$ cat src/rtl/snake_dir_ctrl.sv
// snake_dir_ctrl: turns debounced key levels and a game-step strobe into a
// committed snake direction, a one-cycle move enable and a pause flag.
// Turns pressed between steps wait in a small pending queue.
// Build option: define SNAKE_DIR_QUEUE_EN for a 2-entry turn FIFO; the
// default build keeps a single pending slot that each new turn overwrites.
module snake_dir_ctrl #(
    parameter logic KEY_PRESSED = 1'b1
) (
    input  logic       clk,
    input  logic       rst,
    input  logic       key_up,
    input  logic       key_right,
    input  logic       key_down,
    input  logic       key_left,
    input  logic       key_pause,
    input  logic       tick,
    input  logic       game_over,
    output logic [1:0] dir,
    output logic       dir_chg,
    output logic       step,
    output logic       paused,
    output logic [1:0] q_cnt
);

    typedef enum logic [1:0] {
        DIR_UP    = 2'b00,
        DIR_RIGHT = 2'b01,
        DIR_DOWN  = 2'b10,
        DIR_LEFT  = 2'b11
    } dir_e;

    localparam logic [4:0] IDLE_LVL = {5{~KEY_PRESSED}};

    // Bit order: {pause, left, down, right, up}
    logic [4:0] key_lvl;
    logic [4:0] prev_q;
    logic [4:0] press;

    dir_e dir_q, dir_d;
    logic dir_chg_q, dir_chg_d;
    logic step_q, step_d;
    logic paused_q, paused_d;

    logic step_go;
    logic cand_vld;
    dir_e cand;
    dir_e ref_dir;
    dir_e head;
    logic turn_ok;
    logic pop;

    assign key_lvl = {key_pause, key_left, key_down, key_right, key_up};

    // Press = level now at KEY_PRESSED while the previous level was not
    assign press   = game_over ? '0 : ((key_lvl ^ IDLE_LVL) & ~(prev_q ^ IDLE_LVL));
    assign step_go = tick && !paused_q && !game_over;

    // Priority resolve of simultaneous direction presses: up > right > down > left
    always_comb begin
        cand_vld = 1'b0;
        cand     = DIR_UP;
        if (press[0]) begin
            cand_vld = 1'b1;
            cand     = DIR_UP;
        end else if (press[1]) begin
            cand_vld = 1'b1;
            cand     = DIR_RIGHT;
        end else if (press[2]) begin
            cand_vld = 1'b1;
            cand     = DIR_DOWN;
        end else if (press[3]) begin
            cand_vld = 1'b1;
            cand     = DIR_LEFT;
        end
        if (paused_q) begin
            cand_vld = 1'b0;
        end
    end

    // A turn is refused if it repeats or reverses the reference direction
    assign turn_ok = cand_vld && (cand != ref_dir) && (cand != dir_e'(ref_dir ^ 2'b10));

`ifdef SNAKE_DIR_QUEUE_EN

    dir_e q0_q, q0_d;
    dir_e q1_q, q1_d;
    logic [1:0] cnt_q, cnt_d;

    assign ref_dir = (cnt_q == 2'd0) ? dir_q : ((cnt_q == 2'd2) ? q1_q : q0_q);
    assign head    = q0_q;
    assign pop     = step_go && (cnt_q != 2'd0);
    assign q_cnt   = cnt_q;

    // FIFO update: pop first so a full queue can still take a push in the same cycle
    always_comb begin
        q0_d  = q0_q;
        q1_d  = q1_q;
        cnt_d = cnt_q;
        if (pop) begin
            q0_d  = q1_q;
            cnt_d = cnt_q - 2'd1;
        end
        if (turn_ok && (cnt_d != 2'd2)) begin
            if (cnt_d == 2'd0) begin
                q0_d = cand;
            end else begin
                q1_d = cand;
            end
            cnt_d = cnt_d + 2'd1;
        end
        if (game_over) begin
            cnt_d = '0;
        end
    end

    // FIFO storage
    always_ff @(posedge clk) begin
        if (rst) begin
            q0_q  <= DIR_UP;
            q1_q  <= DIR_UP;
            cnt_q <= '0;
        end else begin
            q0_q  <= q0_d;
            q1_q  <= q1_d;
            cnt_q <= cnt_d;
        end
    end

`else

    dir_e slot_q, slot_d;
    logic pend_q, pend_d;

    assign ref_dir = dir_q;
    assign head    = slot_q;
    assign pop     = step_go && pend_q;
    assign q_cnt   = {1'b0, pend_q};

    // Single slot: a new valid turn replaces whatever is pending
    always_comb begin
        slot_d = slot_q;
        pend_d = pend_q;
        if (pop) begin
            pend_d = 1'b0;
        end
        if (turn_ok) begin
            slot_d = cand;
            pend_d = 1'b1;
        end
        if (game_over) begin
            pend_d = 1'b0;
        end
    end

    // Pending slot storage
    always_ff @(posedge clk) begin
        if (rst) begin
            slot_q <= DIR_UP;
            pend_q <= 1'b0;
        end else begin
            slot_q <= slot_d;
            pend_q <= pend_d;
        end
    end

`endif

    // Direction commit, step strobe and pause toggle
    always_comb begin
        dir_d     = dir_q;
        dir_chg_d = 1'b0;
        step_d    = step_go;
        paused_d  = paused_q ^ press[4];
        if (pop) begin
            dir_d     = head;
            dir_chg_d = (head != dir_q);
        end
        if (game_over) begin
            paused_d = 1'b0;
        end
    end

    // Output and previous-level registers
    always_ff @(posedge clk) begin
        if (rst) begin
            prev_q    <= IDLE_LVL;
            dir_q     <= DIR_RIGHT;
            dir_chg_q <= 1'b0;
            step_q    <= 1'b0;
            paused_q  <= 1'b0;
        end else begin
            prev_q    <= key_lvl;
            dir_q     <= dir_d;
            dir_chg_q <= dir_chg_d;
            step_q    <= step_d;
            paused_q  <= paused_d;
        end
    end

    assign dir     = dir_q;
    assign dir_chg = dir_chg_q;
    assign step    = step_q;
    assign paused  = paused_q;

endmodule

$ cat config.mk
export PLATFORM = sky130hd
export DESIGN_NAME = snake_dir_ctrl
export DESIGN_NICKNAME = d
export VERILOG_FILES = /design/src/rtl/snake_dir_ctrl.sv
export SDC_FILE = /design/constraint.sdc
export NUM_CORES = 1
export LEC_CHECK = 0
export BUFFER_PORTS_ARGS = -buffer_cell sky130_fd_sc_hd__buf_4
export CELL_PAD_IN_SITES_DETAIL_PLACEMENT = 2
export CELL_PAD_IN_SITES_GLOBAL_PLACEMENT = 2
export CORE_MARGIN = 4
export CORE_UTILIZATION = 31
export DETAILED_ROUTE_END_ITERATION = 12
export GPL_TIMING_DRIVEN = 0
export PLACE_DENSITY = 0.89
export SLEW_MARGIN = 30
export SYNTH_ARGS = -nofsm -noshare
export SYNTH_HDL_FRONTEND = slang
export SYNTH_SLANG_ARGS = --single-unit
export TNS_END_PERCENT = 5
$ cat constraint.sdc
create_clock -name clk -period 4.1 [get_ports clk]
set_input_delay 1.23 -clock clk [delete_from_list [all_inputs] [get_ports clk]]
set_output_delay 1.23 -clock clk [all_outputs]
set_load 0.005 [all_outputs]
# After elaboration in Yosys (flattened, before gate mapping)
# Cells that the tools add are included.
[word_totals]
wordCells = 37
inputBits = 9
ff_bits = 13
[classes]
bitwise_logic = 5
eq_ne = 3
n_reduce_logical = 10
mux = 12
[op_table]
columns = ["op", "count"]
rows = [
  ["$mux 2", 4],
  ["$mux 1", 7],
  ["$ne 2x2->1", 3],
  ["$and 5x5->5", 1],
  ["$logic_and 1x1->1", 5],
  ["$mux 5", 1],
  ["$not 5->5", 1],
  ["$reduce_or 2->1", 2],
  ["$logic_not 1->1", 2],
  ["$not 1->1", 2],
  ["$reduce_bool 2->1", 1],
  ["$xor 1x1->1", 1],
]

# Longest topological paths before layout
# Gate-level depths: netlist of the first run.
[logic_depth]
depth_word = 11
mapped_depth = 6
mapped_depth_nobuf = 5

# Worst setup path before layout of the first run
# OpenSTA, ideal clock, no wires.
[synth_timing]
path_type = "input -> register"
startpoint = "input port key_up"
endpoint = "register slot_q[1] (netlist: head[1])"
setup_slack_ps = 1958
setup_ps = 134
cell_stages = 5
arrival_ps = 2009
cell_sequence = "nor2b_4 buf_6 o41a_1 o32ai_1 a211oi_1"
[synth_via]
elab_chain_len = 6
[synth_rtl]
columns = ["element", "line", "source"]
rows = [
  ["start: declaration", "11", "input logic key_up,"],
  ["$and 5x5->5 (*)", "55", "assign press = game_over ? '0 : ((key_lvl ^ IDLE_LVL) & ~(prev_q ^ IDLE_LVL));"],
  ["$mux 5 (*)", "55", ""],
  ["$mux 2 or $mux 1 (tied branches)", "62", "if (press[0]) begin"],
  ["$ne 2x2->1 or $mux 1 (tied branches)", "81, 75", ""],
  ["$logic_and 1x1->1 (2 in a row)", "81", "assign turn_ok = cand_vld && (cand != ref_dir) && (cand != dir_e'(ref_dir ^ 2'b10));"],
  ["end signal: assignment", "161", "slot_q <= slot_d;"],
  ["end: declaration", "131", "dir_e slot_q, slot_d;"],
]
# Mark *: on every way between the ends. The rest lies on a longest branch, timed or not.
# A chain may end at the register's enable or synchronous reset.

# Worst setup path after layout of the first run
[layout_timing]
startpoint = "register pend_q"
endpoint = "output port q_cnt[0]"
[layout_rtl]
columns = ["element", "line", "source"]
rows = [
  ["start: declaration", "132", "logic pend_q, pend_d;"],
  ["start signal: assignment", "162", "pend_q <= pend_d;"],
  ["end: declaration", "22", "output logic [1:0] q_cnt"],
]
# No word-level cell between the ends.

==> results of run 1 <==
==> path summary, 6_finish.rpt <==
| path | startpoint | endpoint | slack, ns | depth (start not counted) |
|---|---|---|---|---|
| max | pend_q | q_cnt[0] | 2.02 | 2 |
| min | head[0] | head[0] | 0.52 | 2 |
| max reg2reg | prev_q[0] | head[1] | 2.81 | 5 |
| min reg2reg | head[0] | head[0] | 0.52 | 2 |
==> final cells by class <==
type	instances	area share (%)
Buffer	7	5.84
Clock buffer	4	3.41
Inverter	3	1.46
Multi-Input combinational cell	45	38.8
Sequential cell	13	33.8
Tap cell	25	4.06
Timing Repair Buffer	13	12.7
==> per-stage QoR <==
step                      instances  hold WS [ns]  setup WS [ns]
after floorplan                  68         0.481           1.96
after global placement          106         0.501           1.78
after CTS                       110         0.532           1.99
final                           110         0.524           2.02
after detailed placement        106         0.519           1.76
after global routing            110         0.576           1.98
==> routing by layer <==
metal  part of all wire, %  wire (um)  track usage (%)  vias to the layer above
met1                    40        592             13.1                      256
met5                     0          0                0                        -
met2                    52        774             24.8                       14
met4                   2.5         37             7.66                        0
li1                      -          -                -                      258
met3                   5.5         81             3.42                        5
==> critical path: stages, from the launching register on <==
cell and delay (ns):
dfxtp_1 0.33, buf_4 0.13, buf_4 0.12
==> power breakdown <==
part | switching, mW | internal [mW]
combinational | 0.0191 | 0.0207
sequential | 0.00274 | 0.131
clock | 0.0432 | 0.0378
total | 0.0649 | 0.190
==> registers in the layout (all words and copies together), names as in the netlist <==
name	count
pend_q	1
step	1
paused	1
dir	2
head	2
dir_chg	1
prev_q	5
==> Yosys cell counts (all sizes together) <==
master   n  area, um2
o21bai   1       7.51
o32ai    1       8.76
clkbuf   1       3.75
nor2b    8       57.6
nor4     2       12.5
nand2b   2       12.5
nand3    1       5.00
and2b    2       15.0
a21oi    5       28.8
a31o     1       8.76
xnor2    4       35.0
dfxtp   13        260
conb     1       3.75
o21ai    1       5.00
xor2     1       8.76
a211o    1       8.76
a211oi   2       15.0
nor3     4       25.0
o41a     1       11.3
o31ai    1       7.51
buf      6       41.3
nor2     6       22.5
inv      3       11.3
==> kinds of logic after synthesis <==
family	Yosys count
and+or+nand+nor	25
AOI/OAI and AO/OA	14
DFF	13
buffers and inverters	10
xor gates and xnor gates	5
other	1
==> out/summary.txt, run 1 <==
drt pass-1 iters -> 2
Antenna Cells -> 0
DP HPWL -> 1.19 mm
number of fill cells in the layout -> 228
GPL Wtd Cong -> 0.691
clock sink count -> 13
CP Data Required Time -> 2.87 ns
WL/cell -> 13.5 um
first-pass GRT wire length -> 2.59 mm
Hold WC Path Type -> reg -> reg
critical-path maximum fanout -> 3
setup TNS -> 0 ns
via count -> 533
adder-cell share of the synthesized area -> 0%
post-synthesis cell count -> 68
port bufs -> 13
initial cell density of the core -> 34.2%
kind of critical path -> reg -> out
Clock Skew -> 0.00273 ns
Register Area -> 260 um2
clock transition at the registers of the reported paths -> 0.08 ns
dpl cell area -> 744 um2
most common cell after layout, fill and taps aside -> buf_4
Slew @ Worst Pin -> 0.517 ns
Final Critical Period -> 2.08 ns
simple-gate area share of the yosys netlist -> 24.4%
number of global-route vias before repair -> 602
Core Footprint -> 1800 um2
post-synthesis xor/xnor area fraction -> 7.11%
CTS buffer count -> 3
total global routing track utilization -> 13.3%
drt total wl -> 1.49 mm
Tot Pwr -> 0.255 mW
largest family of logic cells by synthesized area -> simple AND/OR/NAND/NOR gates
Cell Area, Synth -> 616 um2
TritonCTS clock tree -> yes
row count -> 15
most frequent cells in the layout -> buf_4, dfxtp_1, nor2b_1
Distinct cells, synth -> 28
# Max-Cap Violations -> 0
final hold viol count -> 0
initial antenna violation count -> 0
final setup fails -> 0
syn nets -> 77
grt ovf -> 0
num ports -> 16
Multi-input gate area -> 299 um2
Startpoint Class -> flip-flop
Area growth, synth to finish -> 25.2%
Max Buffers Root-to-Sink -> 2
Final #Nets -> 95
Critical Path End Type -> primary output
Residual DRC -> 0
Slew Limit Fails -> 0
PwrDens -> 331 nW/um2
syn_area_per_cell -> 9.05 um2
vias per cell -> 4.85
Die X -> 52.6 um
die height -> 52.6 um
share of cells above drive strength 1 -> 29.4%
Finished Core Util -> 42.8%
Synth Area in Compound Gates -> 16.5%
status -> finished, final reports clean
worst IR drop on VDD -> 0.165 mV
Root Buffer -> clkbuf_4
DR iter-0 viols -> 2
worst skew pair latency -> 0.28 ns
total number of yosys warnings -> 0
RSZ-0062 raised after global routing -> false
setup repair bufs after CTS -> 0
Leak -> 0.318 nW
CTS H-tree depth -> 1
hold buffer count at CTS -> 0
Rel. slew slack -> 65.5%
Worst Path Arrival -> 0.85 ns
Die ar. -> 2760 um2
largest net degree at the start of global routing -> 11
Peak Freq -> 480 MHz
Seq/Total Area, Yosys -> 42.3%
post-route ant nets -> 0
Design Area, Final -> 771 um2
#FFs+latches synth -> 13
post-CTS sizing -> 0
Tcrit/Tclk final -> 50.8%
multiplexer area fraction after synthesis -> 0%
Power figures use the tool's default switching activity.
==> run 2, diff against run 1 <==
--- a/config.mk
+++ b/config.mk
@@ -5,14 +5,15 @@
 export SDC_FILE = /design/constraint.sdc
 export NUM_CORES = 1
 export LEC_CHECK = 0
+export ABC_AREA = 1
 export BUFFER_PORTS_ARGS = -buffer_cell sky130_fd_sc_hd__buf_4
 export CELL_PAD_IN_SITES_DETAIL_PLACEMENT = 2
 export CELL_PAD_IN_SITES_GLOBAL_PLACEMENT = 2
 export CORE_MARGIN = 4
-export CORE_UTILIZATION = 31
+export CORE_UTILIZATION = 26
 export DETAILED_ROUTE_END_ITERATION = 12
 export GPL_TIMING_DRIVEN = 0
-export PLACE_DENSITY = 0.89
+export PLACE_DENSITY = 0.84
 export SLEW_MARGIN = 30
 export SYNTH_ARGS = -nofsm -noshare
 export SYNTH_HDL_FRONTEND = slang
==> constraint.sdc (replaced) <==
create_clock -name clk -period 2.05 [get_ports clk]
set_input_delay 0.615 -clock clk [delete_from_list [all_inputs] [get_ports clk]]
set_output_delay 0.615 -clock clk [all_outputs]
set_load 0.005 [all_outputs]
==> out/summary.txt, run 2 <==
drt total wl -> 1.54 mm (was 1.49 mm)
Int Power -> 0.380 mW (was 0.190 mW)
Register Area -> 260 um2 (unchanged)
number of fill cells in the layout -> 261 (was 228)
post-CTS sizing -> 0 (unchanged)
setup ws final -> 0.571 ns (was 2.02 ns)
Post-synth top cells -> inv_1, dfxtp_1, nand2_1 (was dfxtp_1, nor2b_1, nor2_1)
Final #Nets -> 108 (was 95)
final hold viol count -> 0 (unchanged)
count leader, synth -> inv_1 (was dfxtp_1)
Comb pwr share -> 16.7% (was 15.6%)
dpl cell area -> 713 um2 (was 744 um2)
TritonCTS clock tree -> yes (unchanged)
Design Area, Final -> 739 um2 (was 771 um2)
crit-path leading delay family -> flip-flops (unchanged)
PwrDens -> 709 nW/um2 (was 331 nW/um2)
pre-CTS setup slack -> 0.436 ns (was 1.76 ns)
port bufs -> 13 (unchanged)
Most flops, register -> prev_q (unchanged)
max FFs per register -> 5 (unchanged)
CTS buffer count -> 3 (unchanged)
worst IR drop on VDD -> 0.265 mV (was 0.165 mV)
post-route ant nets -> 0 (unchanged)
Root Buffer -> clkbuf_4 (unchanged)
most frequent cells in the layout -> inv_1, buf_4, nand2_1, dfxtp_1, nor2_1 (was buf_4, dfxtp_1, nor2b_1)
CTS H-tree depth -> 1 (unchanged)
number of global-route vias before repair -> 645 (was 602)
worst hold slack -> 0.496 ns (was 0.524 ns)
Clock Skew -> 0.00296 ns (was 0.00273 ns)
Slew Limit Fails -> 0 (unchanged)
Finished Core Util -> 36.2% (was 42.8%)
status -> finished, final reports clean (unchanged)
initial antenna violation count -> 0 (unchanged)
Startpoint Class -> flip-flop (unchanged)
simple-gate area share of the yosys netlist -> 32.5% (was 24.4%)
Clk pwr share -> 30.6% (was 31.7%)
total number of yosys warnings -> 0 (unchanged)
Peak Freq -> 676 MHz
Post-synth EDFFs -> 0 (unchanged)
Distinct cells, synth -> 19 (was 28)
Synth Area in Compound Gates -> 7.10% (was 16.5%)
multiplexer area fraction after synthesis -> 0% (unchanged)
Worst Path Arrival -> 0.86 ns (was 0.85 ns)
RSZ-0062 raised after global routing -> false (unchanged)
Hold WC Path Type -> reg -> reg (unchanged)
largest net degree at the start of global routing -> 9 (was 11)
cell taking the most area after synthesis -> dfxtp_1 (unchanged)
setup repair bufs after CTS -> 0 (unchanged)
Residual DRC -> 0 (unchanged)
Tcrit/Tclk final -> 72.1%
post-synthesis cell count -> 81 (was 68)
Tot Pwr -> 0.524 mW (was 0.255 mW)
CP bufs+invs -> 1 (was 2)
Area growth, synth to finish -> 27.1% (was 25.2%)
switching pwr -> 0.144 mW (was 0.0649 mW)
largest family of logic cells by synthesized area -> simple AND/OR/NAND/NOR gates (unchanged)
ys async rst share -> 0% (unchanged)
Multi-input gate area -> 243 um2 (was 299 um2)
syn_area_per_cell -> 7.18 um2 (was 9.05 um2)
vias per cell -> 4.50 (was 4.85)
grt ovf -> 0 (unchanged)
CP Cell Sequence -> buf_4 (was buf_4 > buf_4)
num ports -> 16 (unchanged)
# Max-Cap Violations -> 0 (unchanged)
total global routing track utilization -> 11.6% (was 13.3%)
Leak -> 0.378 nW (was 0.318 nW)
Die ar. -> 3060 um2 (was 2760 um2)
Layout Cells excl Fill -> 125 (was 110)
GPL Wtd Cong -> 0.718 (was 0.691)
Critical Path End Type -> primary output (unchanged)
Antenna Cells -> 0 (unchanged)
top metal layer carrying routed signals -> met4 (unchanged)
DR iter-0 viols -> 4 (was 2)
DP HPWL -> 1.23 mm (was 1.19 mm)
drt pass-1 iters -> 3 (was 2)
CP Data Required Time -> 1.43 ns (was 2.87 ns)
share of cells above drive strength 1 -> 26.5% (was 29.4%)
first-pass GRT wire length -> 2.87 mm (was 2.59 mm)
Seq pwr share -> 52.7% (about the same)
WL met2 -> 797 um (was 774 um)
syn nets -> 90 (was 77)
leading post-synthesis cells by cell area -> dfxtp_1, inv_1, nand2_1 (was dfxtp_1, nor2b_1, xnor2_1)
kind of critical path -> reg -> out (unchanged)
initial cell density of the core -> 28.5% (was 34.2%)
Core Footprint -> 2040 um2 (was 1800 um2)
Final Critical Period -> 1.48 ns
#FFs+latches synth -> 13 (unchanged)
final setup fails -> 0 (unchanged)
via count -> 563 (was 533)
hold buffer count at CTS -> 0 (unchanged)
Max stage delay on crit path -> 0.44 ns (was 0.33 ns)
clock sink count -> 13 (unchanged)
Cell Area, Synth -> 582 um2 (was 616 um2)
Crit-path slowest cell -> dfxtp_1 (unchanged)
top cell type's share of synthesized area -> 44.7% (was 42.3%)
Max Buffers Root-to-Sink -> 2 (unchanged)
setup TNS -> 0 ns (unchanged)
routed wl met3 -> 55 um (was 81 um)
row count -> 16 (was 15)
post-synthesis xor/xnor area fraction -> 1.51% (was 7.11%)
WL/cell -> 12.3 um (was 13.5 um)
Top FF cell, synth -> dfxtp_1 (unchanged)
Met1 Wirelength -> 670 um (was 592 um)
Die X -> 55.3 um (was 52.6 um)
clock transition at the registers of the reported paths -> 0.08 ns (about the same)
die height -> 55.3 um (was 52.6 um)
critical-path maximum fanout -> 6 (was 3)
adder-cell share of the synthesized area -> 0% (unchanged)
Inst Count DP -> 121 (was 106)
Sw Ratio -> 27.4% (was 25.5%)
Seq/Total Area, Yosys -> 44.7% (was 42.3%)
worst skew pair latency -> 0.27 ns (was 0.28 ns)
## run 2: cell count changes after synthesis, sizes merged, moves of 3 or more
cell / delta
buf: -4
inv: +13
nand2: +15
nand3: +8
nor2: +7
nor2b: -8
xnor2: -3
## run 2: path summary, 6_finish.rpt
kind                  start  endpoint  slack [ns]  cells after the start
setup reg to reg  prev_q[0]   head[1]        0.96                      9
setup / recovery     dir[0]    dir[0]        0.57                      1
hold reg to reg      dir[1]    dir[1]        0.50                      2
hold / removal       dir[1]    dir[1]        0.50                      2
## run 2: area by class of cell
class	instances	area share, %
inverter	16	8.12
clock buffer	4	3.55
multi-input combinational	49	32.8
timing repair buffer	13	13.2
sequential	13	35.2
tap	27	4.57
buffer	3	2.54
## run 2: cells by family (layout without fill, tap and decap cells)
| family | Yosys count | count (layout) |
|---|---|---|
| simple gates | 40 | 40 |
| buf+inv | 19 | 36 |
| flops | 13 | 13 |
| compound gates | 7 | 7 |
| other cells | 1 | 1 |
| xor+xnor | 1 | 1 |
## run 2: power groups by stage
stage / Sequential (mW) / Clock [mW] / Combinational (mW)
after global placement: 0.281 / 0 / 0.0836
after detailed placement: 0.282 / 0 / 0.0885
after global routing: 0.279 / 0.183 / 0.102
after CTS: 0.276 / 0.169 / 0.0899
after floorplan: 0.280 / 0 / 0.0550
final: 0.276 / 0.160 / 0.0876
## run 2: per-layer routing
metal	global-route usage, %	vias to the layer above
li1	-	280
met1	13.3	273
met2	20.1	8
met3	2.80	2
met4	5.21	0
met5	0	-
==> run 3, diff against run 2 <==
--- a/config.mk
+++ b/config.mk
@@ -10,10 +10,10 @@
 export CELL_PAD_IN_SITES_DETAIL_PLACEMENT = 2
 export CELL_PAD_IN_SITES_GLOBAL_PLACEMENT = 2
 export CORE_MARGIN = 4
-export CORE_UTILIZATION = 26
+export CORE_UTILIZATION = 23
 export DETAILED_ROUTE_END_ITERATION = 12
 export GPL_TIMING_DRIVEN = 0
-export PLACE_DENSITY = 0.84
+export PLACE_DENSITY = 0.79
 export SLEW_MARGIN = 30
 export SYNTH_ARGS = -nofsm -noshare
 export SYNTH_HDL_FRONTEND = slang
==> constraint.sdc (replaced) <==
create_clock -name clk -period 1.25 [get_ports clk]
set_input_delay 0.375 -clock clk [delete_from_list [all_inputs] [get_ports clk]]
set_output_delay 0.375 -clock clk [all_outputs]
set_load 0.005 [all_outputs]
==> out/summary.txt, run 3 (synthesized netlist as in run 2, its figures left out) <==
status -> finished, final reports clean (unchanged)
grt ovf -> 0 (unchanged)
Sw Ratio -> 27.4% (about the same)
row count -> 17 (was 16)
Area growth, synth to finish -> 26.7% (was 27.1%)
WL/cell -> 12.6 um (was 12.3 um)
Root Buffer -> clkbuf_4 (unchanged)
CTS H-tree depth -> 1 (unchanged)
Core Footprint -> 2320 um2 (was 2040 um2)
Worst Setup SP -> paused (was dir[0])
vias per cell -> 4.50 (unchanged)
Tot Pwr -> 0.858 mW (was 0.524 mW)
most frequent cells in the layout -> inv_1, buf_4, nand2_1 (was inv_1, buf_4, nand2_1, dfxtp_1, nor2_1)
drt pass-1 iters -> 4 (was 3)
post-route ant nets -> 0 (unchanged)
Tcrit/Tclk final -> 93.0%
Most flops, register -> prev_q (unchanged)
Antenna Cells -> 0 (unchanged)
# Max-Cap Violations -> 0 (unchanged)
Seq pwr share -> 52.9% (was 52.7%)
CP bufs+invs -> 1 (unchanged)
clock transition at the registers of the reported paths -> 0.08 ns (about the same)
dpl cell area -> 714 um2 (was 713 um2)
number of fill cells in the layout -> 288 (was 261)
Critical Path End Type -> primary output (unchanged)
port bufs -> 13 (unchanged)
DP HPWL -> 1.25 mm (was 1.23 mm)
CP Cell Sequence -> buf_4 (unchanged)
DR iter-0 viols -> 3 (was 4)
final hold viol count -> 0 (unchanged)
worst hold slack -> 0.319 ns (was 0.496 ns)
critical-path maximum fanout -> 5 (was 6)
Startpoint Class -> flip-flop (unchanged)
post-CTS sizing -> 2 (was 0)
Finished Core Util -> 31.8% (was 36.2%)
switching pwr -> 0.235 mW (was 0.144 mW)
worst hold stages -> 3 (was 2)
setup repair bufs after CTS -> 0 (unchanged)
num ports -> 16 (unchanged)
worst skew pair latency -> 0.27 ns (about the same)
hold path startpoint -> key_right (was dir[1])
Final #Nets -> 107 (was 108)
Max stage delay on crit path -> 0.39 ns (was 0.44 ns)
Die X -> 58.3 um (was 55.3 um)
RR Startpoint -> prev_q[3] (was prev_q[0])
via count -> 563 (unchanged)
Clk pwr share -> 30.5% (was 30.6%)
Int Power -> 0.623 mW (was 0.380 mW)
PwrDens -> 1160 nW/um2 (was 709 nW/um2)
most common cell after layout, fill and taps aside -> inv_1
Clock Skew -> 0.00418 ns (was 0.00296 ns)
Max Buffers Root-to-Sink -> 2 (unchanged)
share of cells above drive strength 1 -> 28.9% (was 26.5%)
clock sink count -> 13 (unchanged)
max FFs per register -> 5 (unchanged)
worst IR drop on VDD -> 0.423 mV (was 0.265 mV)
TritonCTS clock tree -> yes (unchanged)
Residual DRC -> 0 (unchanged)
Design Area, Final -> 737 um2 (was 739 um2)
Worst Path Arrival -> 0.79 ns (was 0.86 ns)
first-pass GRT wire length -> 2.82 mm (was 2.87 mm)
RSZ-0062 raised after global routing -> false (unchanged)
hold buffer count at CTS -> 0 (unchanged)
pre-CTS setup slack -> -0.110 ns (was 0.436 ns)
Leak -> 0.373 nW (was 0.378 nW)
Slew Limit Fails -> 0 (unchanged)
FF-to-FF End -> head[1] (unchanged)
die height -> 58.3 um (was 55.3 um)
drt total wl -> 1.58 mm (was 1.54 mm)
largest net degree at the start of global routing -> 9 (unchanged)
Final Critical Period -> 1.16 ns
GPL Wtd Cong -> 0.681 (was 0.718)
Die ar. -> 3400 um2 (was 3060 um2)
crit-path leading delay family -> flip-flops (unchanged)
Crit-path slowest cell -> dfxtp_2 (was dfxtp_1)
setup ws final -> 0.0880 ns (was 0.571 ns)
Worst R2R Setup Slack -> 0.13 ns (was 0.96 ns)
CTS buffer count -> 3 (unchanged)
Worst R2R Path Depth -> 9 (unchanged)
Endpoint, Worst Hold -> prev_q[1] (was dir[1])
final setup fails -> 0 (unchanged)
initial cell density of the core -> 25.1% (was 28.5%)
Comb pwr share -> 16.6% (was 16.7%)
CP Data Required Time -> 0.88 ns (was 1.43 ns)
Hold WC Path Type -> in -> reg (was reg -> reg)
initial antenna violation count -> 0 (unchanged)
Peak Freq -> 861 MHz
number of global-route vias before repair -> 637 (was 645)
total global routing track utilization -> 11.0% (was 11.6%)
kind of critical path -> reg -> out (unchanged)
[run 3: worst max path at each step]
stage	endpoint	slack [ns]	cells past startpoint
2_1_floorplan	head[1]	0.21	8
3_3_place_gp	head[1]	-0.04	10
3_5_place_dp	head[1]	-0.11	10
4_1_cts	q_cnt[0]	0.009	2
5_1_grt	head[1]	0.002	9
6_report	paused	0.09	1
[run 3: area by class of cell]
type / instances / area [um2] / share of cell area [%]
flip-flops and latches: 13 / 264 / 35.8
repair buffers: 13 / 97.6 / 13.2
inverters: 16 / 60.1 / 8.15
clock buffers: 4 / 26.3 / 3.57
well taps: 28 / 35.0 / 4.75
plain buffers: 2 / 11.3 / 1.53
multi-input cells: 49 / 243 / 32.9
[run 3: worst register-to-register path, cell delays in order, from the launching register on]
cell     delay (ns)
dfxtp_1        0.32
nor2_1         0.11
nand3_1        0.08
nand2_1        0.09
nand2_1        0.09
nand2_2        0.10
nand3_2        0.09
nand2_1        0.08
inv_1          0.04
nor2_2         0.06
[run 3: layer usage]
layer	up-vias	share of wire, %	global-route usage (%)
met5	-	0	0
met4	0	2.8	5.96
met3	6	3.8	2.85
met2	11	54	19.5
met1	269	40	11.9
li1	277	-	-
[run 3: stage by stage]
stage	cells	TNS [ns]
floorplan	81	0
finish	125	0
global route	125	0
global placement	122	-0.0897
detailed placement	122	-0.300
CTS	126	0
[run 3: power groups by stage]
stage	registers, mW	clock network, mW	logic, mW
6_report	0.454	0.262	0.142
5_1_grt	0.457	0.302	0.166
4_1_cts	0.454	0.278	0.147
3_5_place_dp	0.463	0	0.145
3_3_place_gp	0.460	0	0.138
2_1_floorplan	0.459	0	0.0902
